[src/rtl/alu_issue_pkg.sv]
// Shared types for the ALU issue stage: decoded control, FSM encoding, hold-register payload.
package alu_issue_pkg;

    localparam int unsigned XLEN  = 64;
    localparam int unsigned REG_W = 5;

    typedef enum logic [3:0] {
        ALU_ADD  = 4'd0,
        ALU_SUB  = 4'd1,
        ALU_AND  = 4'd2,
        ALU_OR   = 4'd3,
        ALU_XOR  = 4'd4,
        ALU_SLL  = 4'd5,
        ALU_SRL  = 4'd6,
        ALU_SRA  = 4'd7,
        ALU_SLT  = 4'd8,
        ALU_SLTU = 4'd9,
        ALU_MUL  = 4'd10,
        ALU_DIV  = 4'd11,
        ALU_REM  = 4'd12
    } alu_op_e;

    typedef struct packed {
        alu_op_e op;
        logic    use_imm;
        logic    is_word;
        logic    is_br;
    } InstAct;

    // Bit 0 = hold register valid, bit 1 = ALU op in flight.
    typedef enum logic [1:0] {
        IDLE      = 2'b00,
        HOLD      = 2'b01,
        BUSY      = 2'b10,
        BUSY_HOLD = 2'b11
    } issue_state_e;

    typedef struct packed {
        InstAct              act;
        logic [REG_W-1:0]    rs1;
        logic [REG_W-1:0]    rs2;
        logic [REG_W-1:0]    rd;
        logic [XLEN-1:0]     imm;
        logic [XLEN-1:0]     pc;
    } hold_t;

endpackage

[src/rtl/alu_issue_opnd_bypass.sv]
// Source operand select: x0 reads zero, a same-cycle ALU write-back wins over the register file.
module opnd_bypass
    import alu_issue_pkg::*;
(
    input  logic [REG_W-1:0] i_rs,
    input  logic [XLEN-1:0]  i_rf_rdata,
    input  logic             i_wb_vld,
    input  logic [REG_W-1:0] i_wb_addr,
    input  logic [XLEN-1:0]  i_wb_data,
    output logic [XLEN-1:0]  o_opnd_c
);

    always_comb begin
        o_opnd_c = i_rf_rdata;
        if (i_rs == '0) begin
            o_opnd_c = '0;
        end else if (i_wb_vld && (i_wb_addr == i_rs)) begin
            o_opnd_c = i_wb_data;
        end
    end

endmodule

[src/rtl/alu_issue.sv]
// Issue stage in front of a single-op ALU: one held instruction, one op in flight,
// write-back bypass on operands, registered one-cycle request pulse.
module alu_issue
    import alu_issue_pkg::*;
#(
    parameter int unsigned CNT_W = 32
) (
    input  logic             clk,
    input  logic             rst_n,
    input  logic             flush,
    input  logic             id_vld,
    output logic             id_rdy,
    input  InstAct           id_inst_act,
    input  logic [REG_W-1:0] id_rs1,
    input  logic [REG_W-1:0] id_rs2,
    input  logic [REG_W-1:0] id_rd,
    input  logic [XLEN-1:0]  id_imm,
    input  logic [XLEN-1:0]  id_pc,
    output logic [REG_W-1:0] rf_raddr1,
    output logic [REG_W-1:0] rf_raddr2,
    input  logic [XLEN-1:0]  rf_rdata1,
    input  logic [XLEN-1:0]  rf_rdata2,
    output logic             iss_vld,
    output InstAct           iss_inst_act,
    output logic [REG_W-1:0] iss_dst_id,
    output logic [XLEN-1:0]  iss_src1,
    output logic [XLEN-1:0]  iss_src2,
    output logic [XLEN-1:0]  iss_imm,
    output logic [XLEN-1:0]  iss_pc,
    input  logic             alu_wb_vld,
    input  logic [REG_W-1:0] alu_wb_addr,
    input  logic [XLEN-1:0]  alu_wb_data,
    output logic             iss_err,
    output logic [CNT_W-1:0] perf_issue_cnt,
    output logic [CNT_W-1:0] perf_stall_cnt
);

    issue_state_e    r_state;
    hold_t           r_hold;

    logic            w_hv;
    logic            w_busy;
    logic            w_fire;
    logic            w_accept;
    logic            w_hv_nxt;
    logic            w_busy_nxt;
    logic [XLEN-1:0] w_opnd1;
    logic [XLEN-1:0] w_opnd2;

    assign w_hv   = (r_state == HOLD) || (r_state == BUSY_HOLD);
    assign w_busy = (r_state == BUSY) || (r_state == BUSY_HOLD);

    // A write-back frees the ALU in the same cycle, so the held op can go immediately.
    assign w_fire     = w_hv & (~w_busy | alu_wb_vld) & ~flush;
    assign id_rdy     = rst_n & ~flush & (~w_hv | w_fire);
    assign w_accept   = id_vld & id_rdy;
    assign w_hv_nxt   = ~flush & (w_accept | (w_hv & ~w_fire));
    assign w_busy_nxt = w_fire | (w_busy & ~alu_wb_vld);

    assign rf_raddr1 = r_hold.rs1;
    assign rf_raddr2 = r_hold.rs2;

    opnd_bypass u_byp1 (
        .i_rs       (r_hold.rs1),
        .i_rf_rdata (rf_rdata1),
        .i_wb_vld   (alu_wb_vld),
        .i_wb_addr  (alu_wb_addr),
        .i_wb_data  (alu_wb_data),
        .o_opnd_c   (w_opnd1)
    );

    opnd_bypass u_byp2 (
        .i_rs       (r_hold.rs2),
        .i_rf_rdata (rf_rdata2),
        .i_wb_vld   (alu_wb_vld),
        .i_wb_addr  (alu_wb_addr),
        .i_wb_data  (alu_wb_data),
        .o_opnd_c   (w_opnd2)
    );

    // State, hold register, issue outputs and counters.
    always_ff @(posedge clk) begin
        if (!rst_n) begin
            r_state        <= IDLE;
            r_hold         <= '0;
            iss_vld        <= 1'b0;
            iss_inst_act   <= '0;
            iss_dst_id     <= '0;
            iss_src1       <= '0;
            iss_src2       <= '0;
            iss_imm        <= '0;
            iss_pc         <= '0;
            iss_err        <= 1'b0;
            perf_issue_cnt <= '0;
            perf_stall_cnt <= '0;
        end else begin
            r_state <= issue_state_e'({w_busy_nxt, w_hv_nxt});
            iss_vld <= w_fire;

            if (w_accept) begin
                r_hold <= '{act: id_inst_act, rs1: id_rs1, rs2: id_rs2,
                            rd: id_rd, imm: id_imm, pc: id_pc};
            end

            if (w_fire) begin
                iss_inst_act   <= r_hold.act;
                iss_dst_id     <= r_hold.rd;
                iss_src1       <= w_opnd1;
                iss_src2       <= w_opnd2;
                iss_imm        <= r_hold.imm;
                iss_pc         <= r_hold.pc;
                perf_issue_cnt <= perf_issue_cnt + CNT_W'(1);
            end

            if (alu_wb_vld && !w_busy) begin
                iss_err <= 1'b1;
            end

            if (w_hv && w_busy && !alu_wb_vld) begin
                perf_stall_cnt <= perf_stall_cnt + CNT_W'(1);
            end
        end
    end

endmodule

[config.mk]
export PLATFORM = sky130hd
export DESIGN_NAME = alu_issue
export DESIGN_NICKNAME = d
export VERILOG_FILES = /design/src/rtl/alu_issue_pkg.sv /design/src/rtl/alu_issue_opnd_bypass.sv /design/src/rtl/alu_issue.sv
export SDC_FILE = /design/constraint.sdc
export NUM_CORES = 1
export LEC_CHECK = 0
export ABC_AREA = 1
export CAP_MARGIN = 20
export CORE_AREA = 2 2 269 271
export CTS_CLUSTER_DIAMETER = 150
export DETAILED_ROUTE_END_ITERATION = 8
export DIE_AREA = 0 0 271 273
export SLEW_MARGIN = 30
export SYNTH_ARGS = -nofsm -noshare
export SYNTH_HDL_FRONTEND = slang
export SYNTH_SLANG_ARGS = --single-unit
export TNS_END_PERCENT = 1
[constraint.sdc]
create_clock -name clk -period 1.8 [get_ports clk]
set_clock_uncertainty 0.1 [all_clocks]
set_input_delay 0.36 -clock clk [delete_from_list [all_inputs] [get_ports clk]]
set_output_delay 0.36 -clock clk [all_outputs]
set_load 0.01 [all_outputs]
* Word-level counts from Yosys, hierarchy flattened
Cells that the tools add are included.
W data, S select, Z words.
** Cells by class
- Muxes and demuxes :: 4
- Add/sub/neg operators :: 2
- Equality and inequality tests :: 5
- Bitwise logic cells :: 17
- Reductions and logical operators :: 11
** Operator list (count)
- $mux W64 :: 4
- $add A32 B1 Y32 const B :: 2
- $eq A5 B5 Y1 :: 2
- $logic_not A5 Y1 :: 2
- $and A1 B1 Y1 :: 8
- $logic_and A1 B1 Y1 :: 5
- $not A1 Y1 :: 5
- $eq A2 B2 Y1 const B :: 2
- $or A1 B1 Y1 :: 4
- $eq A2 B1 Y1 const B :: 1
- $logic_not A1 Y1 :: 2
- $logic_or A1 B1 Y1 :: 2
** Word-level totals
- Word-level logic and storage cells :: 62
- Flip-flop bits (word level) :: 486

* Logic depth before layout (Yosys ltp)
Gate-level depths: netlist (run 1).
- Word-level depth :: 11
- Depth in mapped cells :: 11

* Cells and area by module
From an unflattened synthesis (run 1), not the netlist that was laid out.
** Second synthesis, totals
- Cell total of the unflattened synthesis :: 2985
- Area, all modules :: 20618.5 µm²
** By module, submodules not included
- alu_issue :: area an instance 17718.2 µm², sequential area each 9729.3 µm², times used 1, cells each 2245
- opnd_bypass :: area an instance 1450.1 µm², sequential area each 0.0 µm², times used 2, cells each 370

* Worst setup path after synthesis (run 1)
OpenSTA, ideal clock, no wires.
- Kind :: reg-to-reg
- Start :: reg perf_stall_cnt[0]
- End :: reg perf_stall_cnt[16]
- Path buffers :: 0
- Arrival :: 1433 ps
- Cell stages (with the launch flop) :: 9
- Slack :: 152 ps
- Period minus slack after synthesis :: 1648 ps
- Library setup time :: 116 ps
- Cells stage by stage :: dfxtp_1 > ha_1 > nand3_1 > nor2_2 > nand3_1 > nor2_1 > nand2_1 > o21ai_0 > nor2_1
** On the way
- Cells in the longest elaborated chain, start to end :: 1
** RTL lines
- from (decl) :: line alu_issue.sv:35 : output logic [CNT_W-1:0] perf_stall_cnt
- from (signal assigned) :: line alu_issue.sv:120 : perf_stall_cnt <= perf_stall_cnt + CNT_W'(1);
- $add A32 B1 Y32 :: line alu_issue.sv:120
Every way passes these cells.
A chain may end at the register's enable or synchronous reset.

* Worst setup path after layout (run 1)
- Start :: reg r_state[0]
- End :: out id_rdy
** On the way
- Cells in the longest elaborated chain, start to end :: 8
- Elaborated cells between the ends (all ways) :: 12
- Classes of those cells :: eq/ne (3); bitwise (7); reduce/logical (2)
** RTL lines
- from (decl) :: line alu_issue.sv:38 : issue_state_e r_state;
- from (signal assigned) :: line alu_issue.sv:97 : r_state <= issue_state_e'({w_busy_nxt, w_hv_nxt});
- $eq A2 B2 Y1 (on tied branches) :: line alu_issue.sv:51, alu_issue.sv:50
- $logic_or A1 B1 Y1 :: line alu_issue.sv:51 : assign w_busy = (r_state == BUSY) || (r_state == BUSY_HOLD);
- $not A1 Y1 :: line alu_issue.sv:54 : assign w_fire = w_hv & (~w_busy | alu_wb_vld) & ~flush;
- $or A1 B1 Y1 :: line alu_issue.sv:54
- $and A1 B1 Y1 (2 in series) :: line alu_issue.sv:54
- $or A1 B1 Y1 (*) :: line alu_issue.sv:55 : assign id_rdy = rst_n & ~flush & (~w_hv | w_fire);
- $and A1 B1 Y1 (*) :: line alu_issue.sv:55
- to (decl) :: line alu_issue.sv:12 : output logic id_rdy,
Mark *: on every way between the ends. The rest lies on a longest branch, timed or not.

==> impl_metrics.ini, run 1 <==
[detailed_routing]
drtIter0Drc = 1093
viasPerCell = 4.610
dr_total_vias = 20790
route.detailed.drc = 0
postRouteAntennaNets = 0
wl_mm = 81.26
dr.pass1.iters = 5
post_drt_wl_per_cell_um = 18.02

[floorplanning]
num_rows = 98
die_area_um2 = 73980
core_area_um2 = 71000
die-height_um = 273
initial_core_util_pct = 28.39
fp.dieW_um = 271
io_pins = 697

[logic_synthesis]
synth_edf_count = 0
synth_common_cells = 486 x dfxtp_1, 443 x a21oi_1, 424 x nand2_1
ys_seq_area_share_pct = 48.27
syn_area_um2 = 20150
avgSynthCellArea_um2 = 7.226
ys_ff_latch = 486
synth_cell_type_count = 35
synth_area_leaders = dfxtp_1 48%, a21oi_1 11%, nand2_1 7.9%, inv_1 7.9%, nand3_1 7.7%
post-synth-top-count-cell = dfxtp_1
synth_nets = 3143
synth_async_sr_flop_share_pct = 0
yosys_warnings = 0
synth_cells = 2789
ys.flop_type = dfxtp_1
yosysTopAreaCell = dfxtp_1
synth_top_area_share_pct = 48.27

[clocking]
cts_hold_buf = 0
root_buffer = clkbuf_16
clk_pin_slew_ps = 60
clock_sinks = 486
numCtsBuffers = 56
clk_latency_ps = 620
htree_levels = 2
cts_tree = yes
cts_buffer_depth = 3

[global_routing]
overflow = 0
grt_pass1_wl_mm = 121.3
grt_usage_pct = 21.06
grt_pass1_vias = 19770
antenna_found_initial = 17
grt_max_degree = 75

[critical_path]
crit_top_cell = nor2_4
cp_num_buf_inv = 2
cp-start-kind = flop
crit_family = flip-flops
critPathCaptureType = output port
cp_slowest_cell = dfxtp_2
crit_chain = inv_2, nor2_4, nor2_4, buf_6
criticalPathCategory = flop to output port
max_stage_delay_ps = 330
arrival_ps = 1410
crit_required_ps = 1340
cp_max_fo = 3

[place]
pre_cts_ws_ps = -506.2
hpwl_mm = 61.70
dpl_cell_area_um2 = 29170
port_buffers = 696
gp_congestion = 0.9030
placed_cells = 4390

[sta]
fmax_mhz = 535.3
fin_ws_ps = -68.08
relSlewSlack_pct = 72.58
hold_ws_ps = 90.69
fin_crit_sh_pct = 103.8
drv_slew = 0
setup_tns_ps = -68.08
final_hold_viol_count = 0
final-setup-viol-count = 1
grt_setup_unrepaired = true
tightest_slew_ps = 411.3
period_minus_slack_ps = 1868

[cells_and_area]
stdcell_area_um2 = 31040
nFillCells = 7249
final_cell_count_no_fill = 4509
nNetsFinal = 3857
seq_area_um2 = 9809
drive_gt1_share_pct = 10.94
multi_input_area_um2 = 7970
syn_to_final_growth_pct = 54.00
final_core_util_pct = 43.72

[power]
irDropWorstVdd_mv = 0.7344
swShare_pct = 24.61
cellLeakagePower_nw = 13.65
combPwrFrac_pct = 11.0
pwr-share-clk_pct = 46.7
power.density_nw_per_um2 = 857.0
finalPower_mw = 26.60
switchingPower_mw = 6.545
sequentialPowerShare_pct = 42.3
internal-power_mw = 20.05

[status]
violations = negative setup slack
status = finished, violations left

[worst_hold_path]
min_path_type = primary input to flop

[flow_run]
cap_violations = 0
==> cell type report <==
class	instances	area share, %
Inverter	431	5.281
Antenna cell	11	0.08869
Tap cell	950	3.830
Clock buffer	76	5.208
Timing Repair Buffer	847	26.99
Sequential cell	486	31.61
Multi-Input combinational cell	1681	25.68
Clock inverter	27	1.318
==> flip-flops by register name, indices dropped and copies added, names as in the netlist, 2 cells and up <==
name / flops
iss_dst_id: 5
iss_imm: 64
iss_inst_act: 7
iss_pc: 64
iss_src1: 64
iss_src2: 64
perf_issue_cnt: 32
perf_stall_cnt: 32
r_hold: 140
r_state: 2
rf_raddr1: 5
rf_raddr2: 5
==> worst min-delay path, cell delays in order <==
cell and delay, ps:
clkbuf_8 130, buf_12 150, o21ai_0 70, a21oi_1 40
==> cells by family after synthesis <==
family / share of synthesized area, %
flip-flops: 48.27
XOR/XNOR: 0.3477
AO/OA/AOI/OAI: 18.95
buffers and inverters: 12.69
adder cells (fa/ha/maj): 0.1241
AND/OR/NAND/NOR: 19.61
==> what timing repair did <==
action	CTS	global route
setup buffers	5	1
pin swaps	3	2
gates resized for setup	508	50
endpoints found under the setup margin	405	98
==> path summary, 6_finish.rpt <==
check	startpoint	endpoint	slack, ps	depth (start not counted)
min reg2reg	r_hold[98]	iss_imm[34]	340	2
min	rst_n	r_hold[34]	90	4
max	r_state[0]	id_rdy	-70	4
max reg2reg	r_state[0]	r_hold[63]	100	9
==> metal layers <==
| metal | wire length, um | GRT usage, % |
|---|---|---|
| met3 | 6291 | 6.019 |
| met2 | 39630 | 36.78 |
| met5 | 103 | 0 |
| met1 | 32590 | 24.51 |
| met4 | 2645 | 7.488 |
==> power by group through the flow <==
stage	registers (mW)	logic, mW	clock network [mW]
global route	11.3	3.19	13.1
global placement	11.5	3.04	0
CTS	11.2	2.95	12.7
detailed placement	11.5	3.04	0
finish	11.2	2.93	12.4
floorplan	11.5	1.11	0
==> placed cells by master (no fill, tap or decap), types with 13 or more instances in the layout <==
cell,Yosys,routed
buf_4,26,100
o21ai_0,212,204
clkdlybuf4s50_1,0,349
dlygate4sd2_1,0,272
clkbuf_8,0,15
inv_1,423,423
o21ai_1,92,100
clkbuf_16,0,56
a21oi_1,443,441
nor2_1,125,116
nand2_1,424,424
clkdlybuf4s15_1,0,29
clkdlybuf4s15_2,0,32
nand4_1,18,18
buf_12,0,50
dfxtp_1,486,430
nor3_1,13,13
nand3_1,312,310
dfxtp_2,0,52
Note: power is estimated with default switching activity, not from simulation.
==> inputs of run 2 (changes only) <==
ABC_AREA = not set   (was 1)
CORE_AREA = 2 2 270 272   (was 2 2 269 271)
DIE_AREA = 0 0 272 274   (was 0 0 271 273)
==> impl_metrics.ini, run 2 <==
[sta]
final_hold_viol_count = 0
grt_setup_unrepaired = true
period_minus_slack_ps = 1925
drv_slew = 0
fmax_mhz = 519.6
tightest_slew_ps = 387.8
setup_tns_ps = -6060
fin_crit_sh_pct = 106.9
fin_ws_ps = -124.5
relSlewSlack_pct = 74.15
final-setup-viol-count = 129

[critical_path]
crit_required_ps = 2190
r2r_start = rf_raddr2[2]
critPathCaptureType = flop
cp-start-kind = flop
arrival_ps = 2320
r2r_slack_ps = -120
r2r-end = iss_src2[59]
cp_max_fo = 24
criticalPathCategory = flop to flop
rr_worst_depth = 6

[power]
swShare_pct = 23.16
sequentialPowerShare_pct = 45.1
cellLeakagePower_nw = 11.61
power.density_nw_per_um2 = 828.1
internal-power_mw = 18.72
irDropWorstVdd_mv = 0.6896
pwr-share-clk_pct = 47.0
switchingPower_mw = 5.642
combPwrFrac_pct = 7.9
finalPower_mw = 24.36

[logic_synthesis]
synth_edf_count = 0
ys_seq_area_share_pct = 53.07
avgSynthCellArea_um2 = 8.314
synth_cells = 2205
ys.flop_type = dfxtp_1
synth_area_leaders = dfxtp_1 53%, nand2_1 15%, a21oi_1 8.4%, mux2i_1 7.0%, o21ai_0 3.3%
yosys_warnings = 0
syn_area_um2 = 18330
synth_async_sr_flop_share_pct = 0
post-synth-top-count-cell = nand2_1
synth_cell_type_count = 41
synth_nets = 2559
synth_common_cells = 736 x nand2_1, 486 x dfxtp_1, 308 x a21oi_1
yosysTopAreaCell = dfxtp_1
ys_ff_latch = 486
synth_top_area_share_pct = 53.07

[global_routing]
gr-usage-met2_pct = 33.41
grt_pass1_wl_mm = 108.7
grtUsageMet3_pct = 5.570
grt_pass1_vias = 16920
grtUsageMet1_pct = 22.12
grt_max_degree = 62
busiest_layer = met2
overflow = 0
antenna_found_initial = 24
grt_usage_pct = 19.07

[detailed_routing]
post_drt_wl_per_cell_um = 18.94
drtIter0Drc = 927
dr_total_vias = 17880
postRouteAntennaNets = 0
viasPerCell = 4.500
wl_mm = 75.22
dr.pass1.iters = 5
route.detailed.drc = 0

[cells_and_area]
max_flop_register = r_hold
nNetsFinal = 3315
stdcell_area_um2 = 29420
largest_register_ffs = 140
final_cell_mix = 728 x nand2_1, 444 x dfxtp_1, 350 x clkdlybuf4s50_1
syn_to_final_growth_pct = 60.49
final_cell_count_no_fill = 3972
drive_gt1_share_pct = 14.49
final_common_cell = nand2_1

[clocking]
numCtsBuffers = 54
cts_buffer_depth = 3
cts_tree = yes
htree_levels = 2
cts_hold_buf = 0
root_buffer = clkbuf_16
clock_sinks = 486
clk_latency_ps = 620
clk_pin_slew_ps = 60

[floorplanning]
initial_core_util_pct = 25.47
io_pins = 697
num_rows = 99
die-height_um = 274
core_area_um2 = 71970
die_area_um2 = 74530
fp.dieW_um = 272

[place]
pre_cts_ws_ps = -637.3
port_buffers = 696
hpwl_mm = 57.70
gp_congestion = 0.8929
dpl_cell_area_um2 = 27640
placed_cells = 3861

[flow_run]
cap_violations = 0

[status]
violations = negative setup slack
status = finished, violations left

[worst_hold_path]
holdPathEnd = iss_err
whs_path_depth = 3
min_path_type = primary input to flop
hold_path_startpoint = alu_wb_vld
[run 2: cell types whose count changed in the layout (fill, tap and decap cells not counted), moves of 63 or more]
cell | previous run | this run
nand2_1 | 424 | 728
a21oi_1 | 441 | 271
nand3_1 | 310 | 19
o21ai_0 | 204 | 30
nor2_1 | 116 | 53
mux2i_1 | 0 | 129
inv_1 | 423 | 8
[run 2: power groups by stage]
| stage | Clock (mW) | Combinational (mW) | Sequential [mW] |
|---|---|---|---|
| after CTS | 11.7 | 1.92 | 11.0 |
| after floorplan | 0 | 0.578 | 11.2 |
| after global routing | 12.1 | 2.08 | 11.0 |
| final | 11.4 | 1.94 | 11.0 |
| after global placement | 0 | 1.92 | 11.2 |
| after detailed placement | 0 | 1.92 | 11.2 |
[run 2: critical path: stages (launching register included)]
cell and delay, ps:
dfxtp_2 340, xor2_1 170, nor4_2 320, and3_4 320, buf_12 230, mux2i_1 240
o21ai_1 80
[run 2: metal layers]
metal,vias up,wire length [um]
met1,8341,30120
met2,536,36920
met4,6,2746
met3,146,5399
met5,-,37
li1,8846,-
[run 2: worst max-delay path by stage]
| stage | startpoint | end | slack [ps] | depth (start not counted) |
|---|---|---|---|---|
| finish | rf_raddr2[2] | iss_src2[59] | -120 | 6 |
| global route | perf_stall_cnt[1] | perf_stall_cnt[30] | -170 | 6 |
| CTS | rf_raddr2[4] | rf_raddr2[4] | -190 | 2 |
| detailed placement | alu_wb_vld | perf_issue_cnt[31] | -640 | 8 |
| global placement | alu_wb_vld | iss_src2[12] | -600 | 9 |
| floorplan | perf_stall_cnt[1] | perf_stall_cnt[30] | -110 | 7 |
[run 2: cell families (layout without fill, tap and decap cells)]
logic type / after synthesis / in the layout / synth area share (%)
buffers and inverters: 170 / 968 / 4.007
DFF: 486 / 486 / 53.07
xor gates and xnor gates: 57 / 57 / 2.723
muxes: 129 / 129 / 7.044
and+or+nand+nor: 909 / 909 / 20.66
AOI/OAI and AO/OA: 452 / 452 / 12.35
adders and majority gates: 2 / 2 / 0.1365
other: 0 / 10 / 0
[run 2: cell type report]
class,count,area [um2]
diodes,10,25.02
inverters,9,41.29
repair buffers,861,8283
multi-input cells,1549,8239
fillers,7372,42550
clock buffers,84,1645
flip-flops and latches,486,9794
clock inverters,14,192.7
well taps,959,1200
[run 2: repair_timing]
| action | 4_1_cts | 5_1_grt |
|---|---|---|
| endpoints found under the setup margin | 610 | 345 |
| pin swaps | 5 | 13 |
| gates resized for setup | 616 | 109 |
| buffers inserted | 3 | 0 |
[run 2: through the flow]
stage / hold WS [ps] / util, %
after floorplan: 332.1 / -
after global placement: 333.0 / 38.40
after detailed placement: 339.2 / 38.40
after CTS: 145.2 / 40.50
after global routing: 83.77 / 40.87
final: 40.22 / 40.88
